**src/rtl/sram_access_arbiter_if.sv**
```systemverilog
// Arbiter-facing bundle: pixel write stream, readback request, SRAM pins and drop statistics.
// slave is the arbiter's view; master is the view of whatever surrounds it.
interface sram_access_arbiter_if #(
  parameter int ADDR_W = 15,
  parameter int DATA_W = 16
);
  logic              mode;
  logic              wrReq;
  logic [ADDR_W-1:0] wrAddr;
  logic [DATA_W-1:0] wrData;
  logic              rdReq;
  logic [ADDR_W-1:0] rdAddr;
  logic              rdAck;
  logic              rdValid;
  logic [DATA_W-1:0] rdData;
  logic              sramCs;
  logic              sramWe;
  logic [ADDR_W-1:0] sramAddr;
  logic [DATA_W-1:0] sramWdata;
  logic [DATA_W-1:0] sramRdata;
  logic              clrStat;
  logic              wrOvf;
  logic [7:0]        dropCnt;

  modport slave (
    input  mode, wrReq, wrAddr, wrData, rdReq, rdAddr, sramRdata, clrStat,
    output rdAck, rdValid, rdData, sramCs, sramWe, sramAddr, sramWdata, wrOvf, dropCnt
  );

  modport master (
    output mode, wrReq, wrAddr, wrData, rdReq, rdAddr, sramRdata, clrStat,
    input  rdAck, rdValid, rdData, sramCs, sramWe, sramAddr, sramWdata, wrOvf, dropCnt
  );
endinterface

```
**src/rtl/sram_access_arbiter.sv**
```systemverilog
// Single-port frame SRAM arbiter: write-priority with a starvation-forced read and a one-entry write skid.
// Command reaches the SRAM pins 1 cycle after decision; rdAck to rdValid is 3 cycles; writes never stall, they drop.
module sram_access_arbiter #(
  parameter int ADDR_W     = 15,
  parameter int DATA_W     = 16,
  parameter int DEPTH      = 19200,
  parameter int STARVE_MAX = 4
) (
  input logic               writeClk,
  input logic               writeRst_n,
  sram_access_arbiter_if.slave bus
);

  localparam logic [ADDR_W-1:0] LAST_ADDR  = ADDR_W'(DEPTH - 1);
  localparam logic [3:0]        STARVE_LIM = 4'(STARVE_MAX);

  logic [3:0]        starve_cnt;
  logic              pend_vld;
  logic [ADDR_W-1:0] pend_addr;
  logic [DATA_W-1:0] pend_data;
  logic              rd_p1;
  logic              rd_p2;

  logic              sram_cs;
  logic              sram_we;
  logic [ADDR_W-1:0] sram_addr;
  logic [DATA_W-1:0] sram_wdata;
  logic              rd_valid;
  logic [DATA_W-1:0] rd_data;
  logic              wr_ovf;
  logic [7:0]        drop_cnt;

  logic              wr_ok;
  logic              force_rd;
  logic              issue_rd;
  logic              issue_wr;
  logic              drop;
  logic              pend_ld;
  logic              pend_vld_nxt;
  logic [ADDR_W-1:0] cmd_addr;
  logic [DATA_W-1:0] cmd_wdata;

  assign wr_ok    = bus.wrReq & ~bus.mode & (bus.wrAddr <= LAST_ADDR);
  assign force_rd = bus.rdReq & (starve_cnt >= STARVE_LIM);

  // Slot decision: forced read > skid write > incoming write > opportunistic read.
  always_comb begin
    issue_rd     = 1'b0;
    issue_wr     = 1'b0;
    pend_ld      = 1'b0;
    pend_vld_nxt = pend_vld;
    drop         = bus.wrReq & ~wr_ok;
    cmd_addr     = '0;
    cmd_wdata    = '0;
    if (force_rd) begin
      issue_rd = 1'b1;
      cmd_addr = bus.rdAddr;
      if (wr_ok) begin
        if (pend_vld) begin
          drop = 1'b1;
        end else begin
          pend_ld      = 1'b1;
          pend_vld_nxt = 1'b1;
        end
      end
    end else if (pend_vld) begin
      // Skid entry was accepted earlier, so mode and bounds are not re-evaluated here.
      issue_wr     = 1'b1;
      cmd_addr     = pend_addr;
      cmd_wdata    = pend_data;
      pend_ld      = wr_ok;
      pend_vld_nxt = wr_ok;
    end else if (wr_ok) begin
      issue_wr  = 1'b1;
      cmd_addr  = bus.wrAddr;
      cmd_wdata = bus.wrData;
    end else if (bus.rdReq) begin
      issue_rd = 1'b1;
      cmd_addr = bus.rdAddr;
    end
  end

  always_ff @(posedge writeClk or negedge writeRst_n) begin
    if (!writeRst_n) begin
      starve_cnt <= '0;
    end else if (issue_rd || !bus.rdReq) begin
      starve_cnt <= '0;
    end else if (starve_cnt != 4'hF) begin
      starve_cnt <= starve_cnt + 4'd1;
    end
  end

  always_ff @(posedge writeClk or negedge writeRst_n) begin
    if (!writeRst_n) begin
      pend_vld  <= 1'b0;
      pend_addr <= '0;
      pend_data <= '0;
    end else begin
      pend_vld <= pend_vld_nxt;
      if (pend_ld) begin
        pend_addr <= bus.wrAddr;
        pend_data <= bus.wrData;
      end
    end
  end

  always_ff @(posedge writeClk or negedge writeRst_n) begin
    if (!writeRst_n) begin
      sram_cs    <= 1'b0;
      sram_we    <= 1'b0;
      sram_addr  <= '0;
      sram_wdata <= '0;
    end else begin
      sram_cs    <= issue_rd | issue_wr;
      sram_we    <= issue_wr;
      sram_addr  <= cmd_addr;
      sram_wdata <= cmd_wdata;
    end
  end

  // rd_p1: read on the SRAM pins; rd_p2: SRAM data valid, captured into rd_data.
  always_ff @(posedge writeClk or negedge writeRst_n) begin
    if (!writeRst_n) begin
      rd_p1    <= 1'b0;
      rd_p2    <= 1'b0;
      rd_valid <= 1'b0;
      rd_data  <= '0;
    end else begin
      rd_p1    <= issue_rd;
      rd_p2    <= rd_p1;
      rd_valid <= rd_p2;
      if (rd_p2) begin
        rd_data <= bus.sramRdata;
      end
    end
  end

  // A drop coinciding with a clear survives as the first event of the new window.
  always_ff @(posedge writeClk or negedge writeRst_n) begin
    if (!writeRst_n) begin
      wr_ovf   <= 1'b0;
      drop_cnt <= '0;
    end else if (bus.clrStat) begin
      wr_ovf   <= drop;
      drop_cnt <= {7'd0, drop};
    end else if (drop) begin
      wr_ovf <= 1'b1;
      if (drop_cnt != 8'hFF) begin
        drop_cnt <= drop_cnt + 8'd1;
      end
    end
  end

  assign bus.rdAck     = issue_rd;
  assign bus.rdValid   = rd_valid;
  assign bus.rdData    = rd_data;
  assign bus.sramCs    = sram_cs;
  assign bus.sramWe    = sram_we;
  assign bus.sramAddr  = sram_addr;
  assign bus.sramWdata = sram_wdata;
  assign bus.wrOvf     = wr_ovf;
  assign bus.dropCnt   = drop_cnt;

endmodule

```
**src/flat_wrapper.sv**
```systemverilog
// flat-port wrapper written by rule: the top's interface ports become plain ports
module sram_access_arbiter_flat 
#(
  parameter int ADDR_W     = 15,
  parameter int DATA_W     = 16,
  parameter int DEPTH      = 19200,
  parameter int STARVE_MAX = 4
)
  (writeClk, writeRst_n, bus_mode, bus_wrReq, bus_wrAddr, bus_wrData, bus_rdReq, bus_rdAddr, bus_sramRdata, bus_clrStat, bus_rdAck, bus_rdValid, bus_rdData, bus_sramCs, bus_sramWe, bus_sramAddr, bus_sramWdata, bus_wrOvf, bus_dropCnt);
  sram_access_arbiter_if #(.ADDR_W(ADDR_W), .DATA_W(DATA_W)) bus_i ();
  input logic writeClk;
  input logic writeRst_n;
  input wire logic [$bits(bus_i.mode)-1:0] bus_mode;
  input wire logic [$bits(bus_i.wrReq)-1:0] bus_wrReq;
  input wire logic [$bits(bus_i.wrAddr)-1:0] bus_wrAddr;
  input wire logic [$bits(bus_i.wrData)-1:0] bus_wrData;
  input wire logic [$bits(bus_i.rdReq)-1:0] bus_rdReq;
  input wire logic [$bits(bus_i.rdAddr)-1:0] bus_rdAddr;
  input wire logic [$bits(bus_i.sramRdata)-1:0] bus_sramRdata;
  input wire logic [$bits(bus_i.clrStat)-1:0] bus_clrStat;
  output wire logic [$bits(bus_i.rdAck)-1:0] bus_rdAck;
  output wire logic [$bits(bus_i.rdValid)-1:0] bus_rdValid;
  output wire logic [$bits(bus_i.rdData)-1:0] bus_rdData;
  output wire logic [$bits(bus_i.sramCs)-1:0] bus_sramCs;
  output wire logic [$bits(bus_i.sramWe)-1:0] bus_sramWe;
  output wire logic [$bits(bus_i.sramAddr)-1:0] bus_sramAddr;
  output wire logic [$bits(bus_i.sramWdata)-1:0] bus_sramWdata;
  output wire logic [$bits(bus_i.wrOvf)-1:0] bus_wrOvf;
  output wire logic [$bits(bus_i.dropCnt)-1:0] bus_dropCnt;
  assign bus_i.mode = bus_mode;
  assign bus_i.wrReq = bus_wrReq;
  assign bus_i.wrAddr = bus_wrAddr;
  assign bus_i.wrData = bus_wrData;
  assign bus_i.rdReq = bus_rdReq;
  assign bus_i.rdAddr = bus_rdAddr;
  assign bus_i.sramRdata = bus_sramRdata;
  assign bus_i.clrStat = bus_clrStat;
  assign bus_rdAck = bus_i.rdAck;
  assign bus_rdValid = bus_i.rdValid;
  assign bus_rdData = bus_i.rdData;
  assign bus_sramCs = bus_i.sramCs;
  assign bus_sramWe = bus_i.sramWe;
  assign bus_sramAddr = bus_i.sramAddr;
  assign bus_sramWdata = bus_i.sramWdata;
  assign bus_wrOvf = bus_i.wrOvf;
  assign bus_dropCnt = bus_i.dropCnt;
  sram_access_arbiter #(.ADDR_W(ADDR_W), .DATA_W(DATA_W), .DEPTH(DEPTH), .STARVE_MAX(STARVE_MAX)) u_core (.writeClk(writeClk), .writeRst_n(writeRst_n), .bus(bus_i));
endmodule
```
**config.mk**
```make
export PLATFORM = sky130hd
export DESIGN_NAME = sram_access_arbiter_flat
export DESIGN_NICKNAME = d
export VERILOG_FILES = /design/src/rtl/sram_access_arbiter_if.sv /design/src/rtl/sram_access_arbiter.sv /design/src/flat_wrapper.sv
export SDC_FILE = /design/constraint.sdc
export NUM_CORES = 1
export LEC_CHECK = 0
export CORE_ASPECT_RATIO = 1.4
export CORE_MARGIN = 3
export CORE_UTILIZATION = 35
export CTS_BUF_LIST = sky130_fd_sc_hd__clkbuf_8
export CTS_CLUSTER_SIZE = 16
export DETAILED_ROUTE_END_ITERATION = 8
export RECOVER_POWER = 50
export SYNTH_ARGS = -nofsm -noshare
export SYNTH_HDL_FRONTEND = slang
export SYNTH_SLANG_ARGS = --single-unit
```
**constraint.sdc**
```tcl
create_clock -name writeClk -period 2.1 [get_ports writeClk]
set_clock_uncertainty 0.05 [all_clocks]
set_input_delay 0.21 -clock writeClk [delete_from_list [all_inputs] [get_ports writeClk]]
set_output_delay 0.21 -clock writeClk [all_outputs]
set_load 0.02 [all_outputs]
```
=== Word level (Yosys, flattened, before mapping) ===
Cells that the tools add are included.

* Word-level logic and storage cells: 64
* Memories: 0
* Bits in read-only memories: 0
* Bits in writable memories: 0
* Input bits: 68
* Bits in registers: 97
* Latch bits: 0

* Multipliers: 0
* Reduce and logical (&&, ||, !) cells: 6
* Mux-type cells: 30
* Shift operators: 0
* Bitwise operators: 7
* Divide/modulo/power cells: 0
* Eq/ne operators: 3
* Add/sub/neg operators: 2
* Order comparisons: 2

{| class="wikitable"
|+ Operators by type and width
! operator !! number
|-
| two-way mux 15 bit || 4
|-
| two-way mux 16 bit || 3
|-
| two-way mux 8 bit || 3
|-
| two-way mux 1 bit || 18
|-
| less-or-equal comparator 15 bit (second input constant) || 1
|-
| adder 8 x 1 -> 8 bit (second input constant) || 1
|-
| two-way mux 4 bit || 2
|-
| inequality test 8 bit (second input constant) || 1
|-
| nonzero test 2 bit || 3
|-
| adder 4 x 1 -> 4 bit (second input constant) || 1
|-
| AND 1 bit || 4
|-
| greater-or-equal comparator 4 x 3 -> 1 bit (second input constant) || 1
|-
| inequality test 4 bit (second input constant) || 1
|-
| inequality test 2 x 1 -> 1 bit (second input constant) || 1
|-
| NOT 1 bit || 2
|-
| AND reduction 2 bit || 1
|-
| zero test 1 bit || 1
|-
| logical OR 1 bit || 1
|-
| OR 1 bit || 1
|}

=== Depth between registers and ports, before layout ===
Gate-level depths: netlist (run 1).

* Word-level depth: 10
* Gate-level depth with buffers: 7
* Depth with buffers taken out: 6

=== Worst setup path after synthesis (run 1) ===
OpenSTA, ideal clock, no wires.

* Path kind: reg-to-reg
* Start point: reg u_core.drop_cnt[1] (netlist: u_core.bus.dropCnt[1])
* End point: reg u_core.drop_cnt[1] (netlist: u_core.bus.dropCnt[1])
* Cell stages (with the launch flop): 7
* Arrival time: 1.624 ns
* Path slack: 0.295 ns
* Data required time: 1.919 ns
* Library setup time: 0.131 ns
* Path through: dfrtp_1 ha_1 nand4_1 or3_1 o21ai_1 mux2i_1 nor2_1

* Longest elaborated chain between the ends: 4
* Elaborated cells on any way between the ends: 7

{| class="wikitable"
|+ Ends and longest elaborated chain
! element !! RTL line !! source
|-
| start: declaration || sram_access_arbiter.sv:31 || <nowiki>logic [7:0] drop_cnt;</nowiki>
|-
| start signal: assignment || sram_access_arbiter.sv:145 || <nowiki>drop_cnt <= {7'd0, drop};</nowiki>
|-
| start signal: assignment || sram_access_arbiter.sv:149 || <nowiki>drop_cnt <= drop_cnt + 8'd1;</nowiki>
|-
| adder 8 x 1 -> 8 bit || sram_access_arbiter.sv:149 ||
|-
| two-way mux 8 bit || sram_access_arbiter.sv:148 || <nowiki>if (drop_cnt != 8'hFF) begin</nowiki>
|-
| two-way mux 8 bit || sram_access_arbiter.sv:146 || <nowiki>end else if (drop) begin</nowiki>
|-
| two-way mux 8 bit || sram_access_arbiter.sv:143 || <nowiki>end else if (bus.clrStat) begin</nowiki>
|}

Several ways; a longest one is shown, not always the timed one. The select of a mux whose other input is x is not followed.
A chain may end at the register's enable or synchronous reset.

=== Final worst setup path (run 1) ===
* Start point: in bus_wrAddr[14]
* End point: out bus_rdAck

* Longest elaborated chain between the ends: 5

{| class="wikitable"
|+ Ends and longest elaborated chain
! element !! RTL line !! source
|-
| start: declaration || flat_wrapper.sv:15 || <nowiki>input wire logic [$bits(bus_i.wrAddr)-1:0] bus_wrAddr;</nowiki>
|-
| less-or-equal comparator 15 bit || sram_access_arbiter.sv:43 || <nowiki>assign wr_ok = bus.wrReq & ~bus.mode & (bus.wrAddr <= LAST_ADDR);</nowiki>
|-
| AND 1 bit || sram_access_arbiter.sv:43 ||
|-
| two-way mux 1 bit || sram_access_arbiter.sv:73 || <nowiki>end else if (wr_ok) begin</nowiki>
|-
| two-way mux 1 bit || sram_access_arbiter.sv:66 || <nowiki>end else if (pend_vld) begin</nowiki>
|-
| two-way mux 1 bit || sram_access_arbiter.sv:55 || <nowiki>if (force_rd) begin</nowiki>
|-
| end: declaration || flat_wrapper.sv:21 || <nowiki>output wire logic [$bits(bus_i.rdAck)-1:0] bus_rdAck;</nowiki>
|}

No other way between the ends.

==> flow_results.org, run 1 <==
** Route
- Vias per std cell :: 4.91
- In the final routed layout, each cell accounts on average for 16.9 um.
- The first TritonRoute pass finished after 4 iterations.
- In this run the remaining antenna-violating nets after routing total 0.
- The final route contains 2985 vias.
- For this block, the routed nets add up to 10300 um of wire.
- Drt initial violations :: 85
- # DRC :: 0

** Critical path
- Critical path required time :: 1.84 ns
- The startpoint identified for the worst register-to-register timing path is u_core.bus.dropCnt[1].
- Worst r2r dst :: u_core.bus.dropCnt[1]
- STA classifies the critical path endpoint as a primary output.
- Broken down by cell family, the worst path's largest delay share belongs to buffers and inverters.
- Launching element of the worst setup path :: bus_wrAddr[14]
- Register-to-register setup slack :: 0.26 ns
- The worst setup path is of the input port to primary output kind.
- Number of logic stages on the critical path including buffering :: 6
- List of cells traversed by the critical path :: clkdlybuf4s50_1 -> o21ai_0 -> o211a_1 -> o21a_2 -> nor2b_1 -> dlygate4sd2_1
- Following the worst setup path forward leads to its endpoint at bus_rdAck.
- Delay of the slowest cell on the worst path :: 0.52 ns
- The critical path contains buffers and inverters numbering 2 combined.
- Worst path slowest cell :: clkdlybuf4s50_1
- Cell depth of the worst flop-to-flop path :: 6
- Nature of the critical path startpoint :: input port
- Of all nets on the critical path, the largest fanout is 3.
- Arr. time, crit path :: 1.79 ns

** Synthesis
- Post-synth cell types :: 36
- Simple-gate share of the synthesized area :: 11.4%
- Each instance of the synthesized netlist takes up on average 13.2 um^2.
- Complex-gate fraction of the synthesized area :: 8.33%
- After synthesis, the share of cell area in mux cells is 16.6%.
- Synthesis produced 313 cells.
- By area, the combinational part of the netlist is dominated by multiplexers.
- Synthesized net count :: 383
- Summing the areas of all xor and xnor instances in the mapped netlist gives 0.848% of the synthesized area.
- Summing every instance area after synthesis gives 0.00413 mm^2.
- Post-synthesis share of cell area spent on full adders, half adders and majority gates :: 0.848%
- Synthesis Warnings :: 0
- Of all cell types, the one taking the most synthesized area is dfrtp_1.
- Share of the yosys chip area belonging to registers :: 58.7%
- Share of the synthesized area in the top cell type :: 58.7%
- Number of synthesized register bits :: 97
- By area the synthesized netlist is led by dfrtp_1 59%, mux2_4 11%, mux2_2 4.6%, a221o_1 3.6%, nand3b_1 2.9%.

** Global routing
- Entering global routing, the biggest net connects 41 pins.
- Vias in the first global route :: 3104
- The first global-routing pass estimated 16200 um of wire.
- Overall routing resource usage :: 15.7%
- Antenna violations before repair :: 0
- Summed over all layers, the global routing overflow is 0.

** Clock tree
- Counting along the longest clock path gives a buffer depth of 2.
- The H-tree was split into 3 levels.
- Post-CTS repair timing setup buffer count :: 0
- Clock tree synthesis found a total of 97 sinks.
- Root Buffer :: clkbuf_8
- Clock transition at path regs :: 0.08 ns
- TritonCTS clock tree :: built
- Clock latency reported for the late side of the worst-skew pair :: 0.35 ns
- Buffers inserted during clock tree synthesis total 9.

** Layout
- NumNets Final :: 529
- The post-route netlist has 20.3% of its cells at a drive strength greater than 1.
- Most common cell after layout, fill and taps aside :: clkdlybuf4s50_1
- Synthesis-to-finish area growth :: 42.9%
- 0 antenna diodes ended up in the layout.
- Top library cells by usage in the layout, fill and taps aside :: 124 x clkdlybuf4s50_1, 97 x dfrtp_1, 30 x mux2_4, 23 x nand2_1, 21 x buf_4
- Fill cell instance count of the final layout :: 1030

** Timing
- Total setup violations reported at the end of the flow :: 0
- Min Clock Period, post-route :: 2.05 ns
- Headroom to the max-slew limit came out at 29.1%.
- For the final routed database, the setup TNS stands at 0 ns.
- Derived from the worst setup path, the maximum achievable clock frequency is 488 MHz.
- Final count of pins violating max slew :: 0
- Setup repair after global routing missed its margin :: false
- Final Hold Fails :: 0
- The worst path uses 97.6% of the clock period.
- Slew at the pin closest to its max-slew limit :: 1.06 ns
- Worst-case setup margin in the final layout :: 0.0494 ns

** Die
- From left edge to right edge, the die measures 97.8 um.
- Io pins :: 128
- Die Span Y :: 135 um
- The initial utilization of the core area, before any placement, comes to 36.1%.
- Std-Cell Rows :: 46
- Area of the die :: 0.0132 mm^2
- In this run the standard cell core region covers 0.0115 mm^2.

** Power and ir drop
- Maximum VDD drop :: 399 uV
- Pwr/cell area :: 784 mW/mm^2
- Leakage component of the power :: 2.59 nW

** Flow run
- Reported max-cap violation count :: 0

** Min path
- Path type of the worst min-delay path :: register to register

** Outcome
- The flow ran to the end, and the final reports show no timing, DRC or antenna violations.

** Place
- Total of buffers placed on input and output ports :: 127
- Dpl ws :: -0.342 ns
- Routability-driven placement finished with a final weighted congestion of 0.779.
- The HPWL after detailed placement is 7440 um.
[worst min path at each step]
| stage | start | to | slack (ns) | depth (start not counted) |
|---|---|---|---|---|
| after floorplan | writeRst_n | u_core.bus.dropCnt[0] | -0.14 | 0 |
| after global placement | writeRst_n | u_core.bus.dropCnt[1] | 0.19 | 1 |
| after detailed placement | writeRst_n | u_core.bus.dropCnt[0] | 0.19 | 1 |
| after CTS | u_core.rd_p1 | u_core.rd_p2 | 0.31 | 0 |
| after global routing | u_core.rd_p1 | u_core.rd_p2 | 0.33 | 0 |
| final | u_core.rd_p1 | u_core.rd_p2 | 0.31 | 0 |
[layout make-up]
type	count	area (um^2)	share of cell area, %
Clock buffer	10	138	2.33
Inverter	4	15.0	0.254
Multi-Input combinational cell	191	1580	26.8
Tap cell	144	180	3.05
Timing Repair Buffer	156	1480	25.1
Clock inverter	6	82.6	1.40
Sequential cell	97	2430	41.1
[kinds of logic (layout without fill, tap and decap cells)]
kind of cell	count (synthesis)	in the layout
xor gates and xnor gates	4	4
muxes	51	51
adders and majority gates	3	3
and+or+nand+nor	85	85
other	1	1
buffers and inverters	25	176
DFF	97	97
AOI/OAI and AO/OA	47	47
[synth_stat cells, drive strengths merged]
cell type,count
a221o,15
buf,12
or3,3
dfrtp,97
o211a,1
nor4,3
nand3,3
o21ai,6
nor3b,1
inv,4
maj3,1
a211oi,1
o21a,1
and3,16
nor2b,7
xor2,2
nand3b,16
conb,1
nand2,23
mux2i,1
xnor2,2
nor2,11
mux2,50
and2,1
clkbuf,9
a21oi,20
o211ai,3
nand4,1
ha,2
[layer usage]
layer	up-vias	share of wire (%)	wire (um)	global-route usage (%)
met2	65	53	5410	28.1
met3	15	3.5	359	2.79
met4	0	2.3	241	7.39
met1	1502	41	4250	18.3
met5	-	0	0	0
li1	1403	-	-	-
[worst register-to-register path: cells and delay by family (launching register included)]
kind	cells	cell delay (ns)
mux	1	0.22
compound gates	1	0.20
fa+ha+maj	1	0.28
flops	1	0.43
simple gates	3	0.56
[state kept, by name, summed over array words and instances, names as in the netlist, 4 cells and up]
register / count
u_core.bus.sramWdata: 16
u_core.bus.rdData: 16
u_core.pend_addr: 15
u_core.bus.dropCnt: 8
u_core.starve_cnt: 4
u_core.pend_data: 16
u_core.bus.sramAddr: 15
[report_power, final]
part           switching [mW]  leakage (nW)  internal, mW
sequential              0.156          1.23          2.14
clock                   0.625         0.117         0.698
combinational           0.388          1.25         0.621
total                    1.17          2.59          3.46
[what timing repair did]
action                                 in CTS  in global routing
hold buffers                                1                  0
resized for setup                           1                  1
setup endpoints to repair                   1                 15
endpoints found under the hold margin      37                  0
[through the flow]
| step | hold WS (ns) | util, % | cells | instance area (um^2) | total power [mW] |
|---|---|---|---|---|---|
| floorplan | -0.136 | - | 313 | 4130 | 2.85 |
| global placement | 0.186 | 49.8 | 591 | 5700 | 3.33 |
| detailed placement | 0.187 | 49.8 | 591 | 5700 | 3.35 |
| CTS | 0.310 | 51.8 | 608 | 5930 | 4.70 |
| global route | 0.332 | 51.6 | 608 | 5910 | 4.85 |
| finish | 0.308 | 51.6 | 608 | 5910 | 4.63 |
(Power assumes the default switching activity.)
==> inputs of run 2 (changes only) <==
Settings changed: RECOVER_POWER 50 to 100, REMOVE_ABC_BUFFERS from default to 1.
==> run 2 against run 1 <==
  * Routed wire length down 1.5%
  * Worst hold slack better by 0.0031 ns
  * Sequential share of layout area up 0.95 points
  * Cell count down 0.66%
  * Core utilization down 1.2 points
  * Clock power down 20%
  * Critical path depth up 1
  * Total power down 7.9%
  * Non-clock buffer count unchanged
  * Largest cell class unchanged
  * Via count down 0.84%
  * Highest routed layer unchanged
  * Setup slack better by 0.080 ns
==> flow_results.org, run 2 (synthesis results as in run 1) <==
** Outcome
- Outcome :: finished, final reports clean

** Critical path
- Worst r2r dst :: u_core.bus.dropCnt[1]
- In this run the critical register-to-register path is launched from u_core.bus.dropCnt[1].
- Counting cells, the worst reg-to-reg path comes to 7.
- Nature of the critical path startpoint :: input port
- STA classifies the critical path endpoint as a register.
- Register-to-register setup slack :: 0.23 ns
- Launching element of the worst setup path :: bus_wrAddr[10]
- Critical path required time :: 2.29 ns
- In this run the worst path has a maximum fanout of 15.
- Arr. time, crit path :: 2.17 ns
- Kind of critical path :: input port to register
- In this run the worst setup path terminates at u_core.pend_addr[4].

** Power and ir drop
- The share of total power dissipated in sequential elements is 53.7%.
- For this design the ratio of total power to cell area is 739 mW/mm^2.
- Leakage component of the power :: 2.63 nW
- Maximum VDD drop :: 371 uV
- The clock network accounts for 24.8% of the total power.
- Cell-internal power :: 3.14 mW
- In this run the power spent charging and discharging nets is 1.12 mW.
- Switching portion of total power :: 26.3%
- Combinational logic burns 21.5% of the power.
- After layout, the design draws a total of 4.26 mW.

** Clock tree
- Max Buffers Root-to-Sink :: 2
- Clock latency on the worst-skew pair, taken at its later pin, is 0.35 ns.
- Cts bufs inserted :: 9
- Clock-pin slew was measured on the worst setup and hold paths at 0.08 ns.
- Root Buffer :: clkbuf_8
- Post-CTS repair timing setup buffer count :: 0
- TritonCTS built the clock tree.
- Counting every sink on the clock net gives 97.
- H-tree depth reported by CTS :: 3

** Die
- The initial utilization of the core area, before any placement, comes to 36.1%.
- Die Span Y :: 135 um
- Area of the die :: 0.0132 mm^2
- After floorplanning, the core was divided into 46 placement rows.
- DIE WIDTH :: 97.8 um
- 128 I/O pins were placed.
- After floorplanning, the core was sized to cover 0.0115 mm^2.

** Route
- The pre-antenna-repair detailed-routing pass consisted of 4 iterations.
- Routed WL per cell :: 16.7 um
- The detailed router placed 2960 vias in this run.
- Using the TritonRoute via totals, the vias-per-cell ratio works out to 4.90.
- After detailed routing, the number of remaining DRC violations is 0.
- The count of nets left with antenna violations once routing finished came out at 0.
- For this block, the routed nets add up to 10100 um of wire.
- For this block, the initial DRC count from the detailed router was 133.

** Layout
- In the final layout, flip-flops and latches occupy 0.00243 mm^2.
- Cells fill 50.4% of the core in the end.
- Leaving out filler cells and counting taps, the final layout contains 604.
- Multi-input gate area :: 0.00154 mm^2
- NumNets Final :: 529
- Relative to the synthesized area, the layout overhead comes to 39.7%.
- Layout cells sized above 1 :: 17.2%
- Most common cell after layout, fill and taps aside :: dfrtp_1
- Counting the fill cells in the layout gives 1077.
- Top library cells by usage in the layout, fill and taps aside :: 97 x dfrtp_1, 66 x clkdlybuf4s50_1, 60 x dlygate4sd3_1, 23 x nand2_1, 20 x a21oi_1
- The number of antenna diodes in the final layout is 0.

** Timing
- After layout, the worst setup slack is 0.129 ns.
- Total setup violations reported at the end of the flow :: 0
- For this run, the top clock speed supported by timing is 507 MHz.
- The count of endpoints failing hold in the final timing report came to 0.
- Hold is met by 0.311 ns.
- The routed design could run at a clock period as short as 1.97 ns.
- Slew at the pin closest to its max-slew limit :: 0.964 ns
- Final count of pins violating max slew :: 0
- Post-route clock period utilization :: 93.9%
- Slew headroom :: 35.7%
- Setup repair after global routing left no endpoint under its margin.

** Global routing
- Entering global routing, the biggest net connects 40 pins.
- Overall routing resource usage :: 16.0%
- GR Overflow Total :: 0
- The initial antenna violation count was 0.
- The first global-routing pass estimated 16600 um of wire.
- Vias in the first global route :: 3349

** Min path
- The worst hold path belongs to the class register to register.

** Flow run
- Reported max-cap violation count :: 0

** Place
- Counting tap cells, the placed design contains a total of 591 instances.
- Total of buffers placed on input and output ports :: 127
- Post-detail-place hpwl :: 7510 um
- GPL Wtd Cong :: 0.745
- Dpl ws :: -0.409 ns
## run 2: critical path, cell delays in order
cell             delay (ns)
clkdlybuf4s50_1        0.45
a21oi_1                0.20
o211a_1                0.22
clkbuf_1               0.18
and2_2                 0.25
buf_4                  0.32
mux2_4                 0.33
## run 2: stage by stage
step | instance area [um^2] | TNS, ns
2_1_floorplan | 4020 | -25.12
3_3_place_gp | 5700 | -9.18
3_5_place_dp | 5700 | -9.45
4_1_cts | 5870 | 0
5_1_grt | 5770 | 0
6_report | 5770 | 0
## run 2: repair_timing
| action | in CTS | in global routing |
|---|---|---|
| endpoints found under the setup margin | 16 | 1 |
| gates resized for setup | 4 | 1 |
| gates cloned | 0 | 0 |
| hold endpoints to repair | 53 | 0 |
| hold buffers | 1 | 0 |
## run 2: final cells by class
type | instances | area share [%]
Tap cell | 144 | 3.12
Sequential cell | 97 | 42.1
Multi-Input combinational cell | 191 | 26.7
Clock inverter | 1 | 0.0867
Inverter | 4 | 0.260
Timing Repair Buffer | 156 | 25.2
Clock buffer | 11 | 2.62
## run 2: metal layers
layer | track usage [%] | wire, um | vias up
met5 | 0 | 0 | -
met4 | 6.39 | 201 | 0
met3 | 5.06 | 689 | 13
met2 | 28.3 | 5310 | 95
met1 | 17.7 | 3900 | 1456
li1 | - | - | 1396
## run 2: worst min path at each step
stage / startpoint / end / slack [ns] / cells after the start
floorplan: writeRst_n / u_core.bus.dropCnt[0] / -0.14 / 0
global placement: writeRst_n / u_core.bus.sramWdata[15] / 0.05 / 1
detailed placement: writeRst_n / u_core.bus.sramWdata[15] / 0.05 / 1
CTS: writeRst_n / u_core.bus.sramWdata[15] / 0.19 / 2
global route: u_core.rd_p1 / u_core.rd_p2 / 0.34 / 0
finish: u_core.rd_p1 / u_core.rd_p2 / 0.31 / 0
## run 2: power by group through the flow
stage / Sequential, mW / Clock (mW) / Combinational, mW
finish: 2.29 / 1.06 / 0.916
global route: 2.33 / 1.19 / 0.986
CTS: 2.30 / 1.11 / 1.03
detailed placement: 2.32 / 0 / 1.03
global placement: 2.32 / 0 / 1.00
floorplan: 2.41 / 0 / 0.419
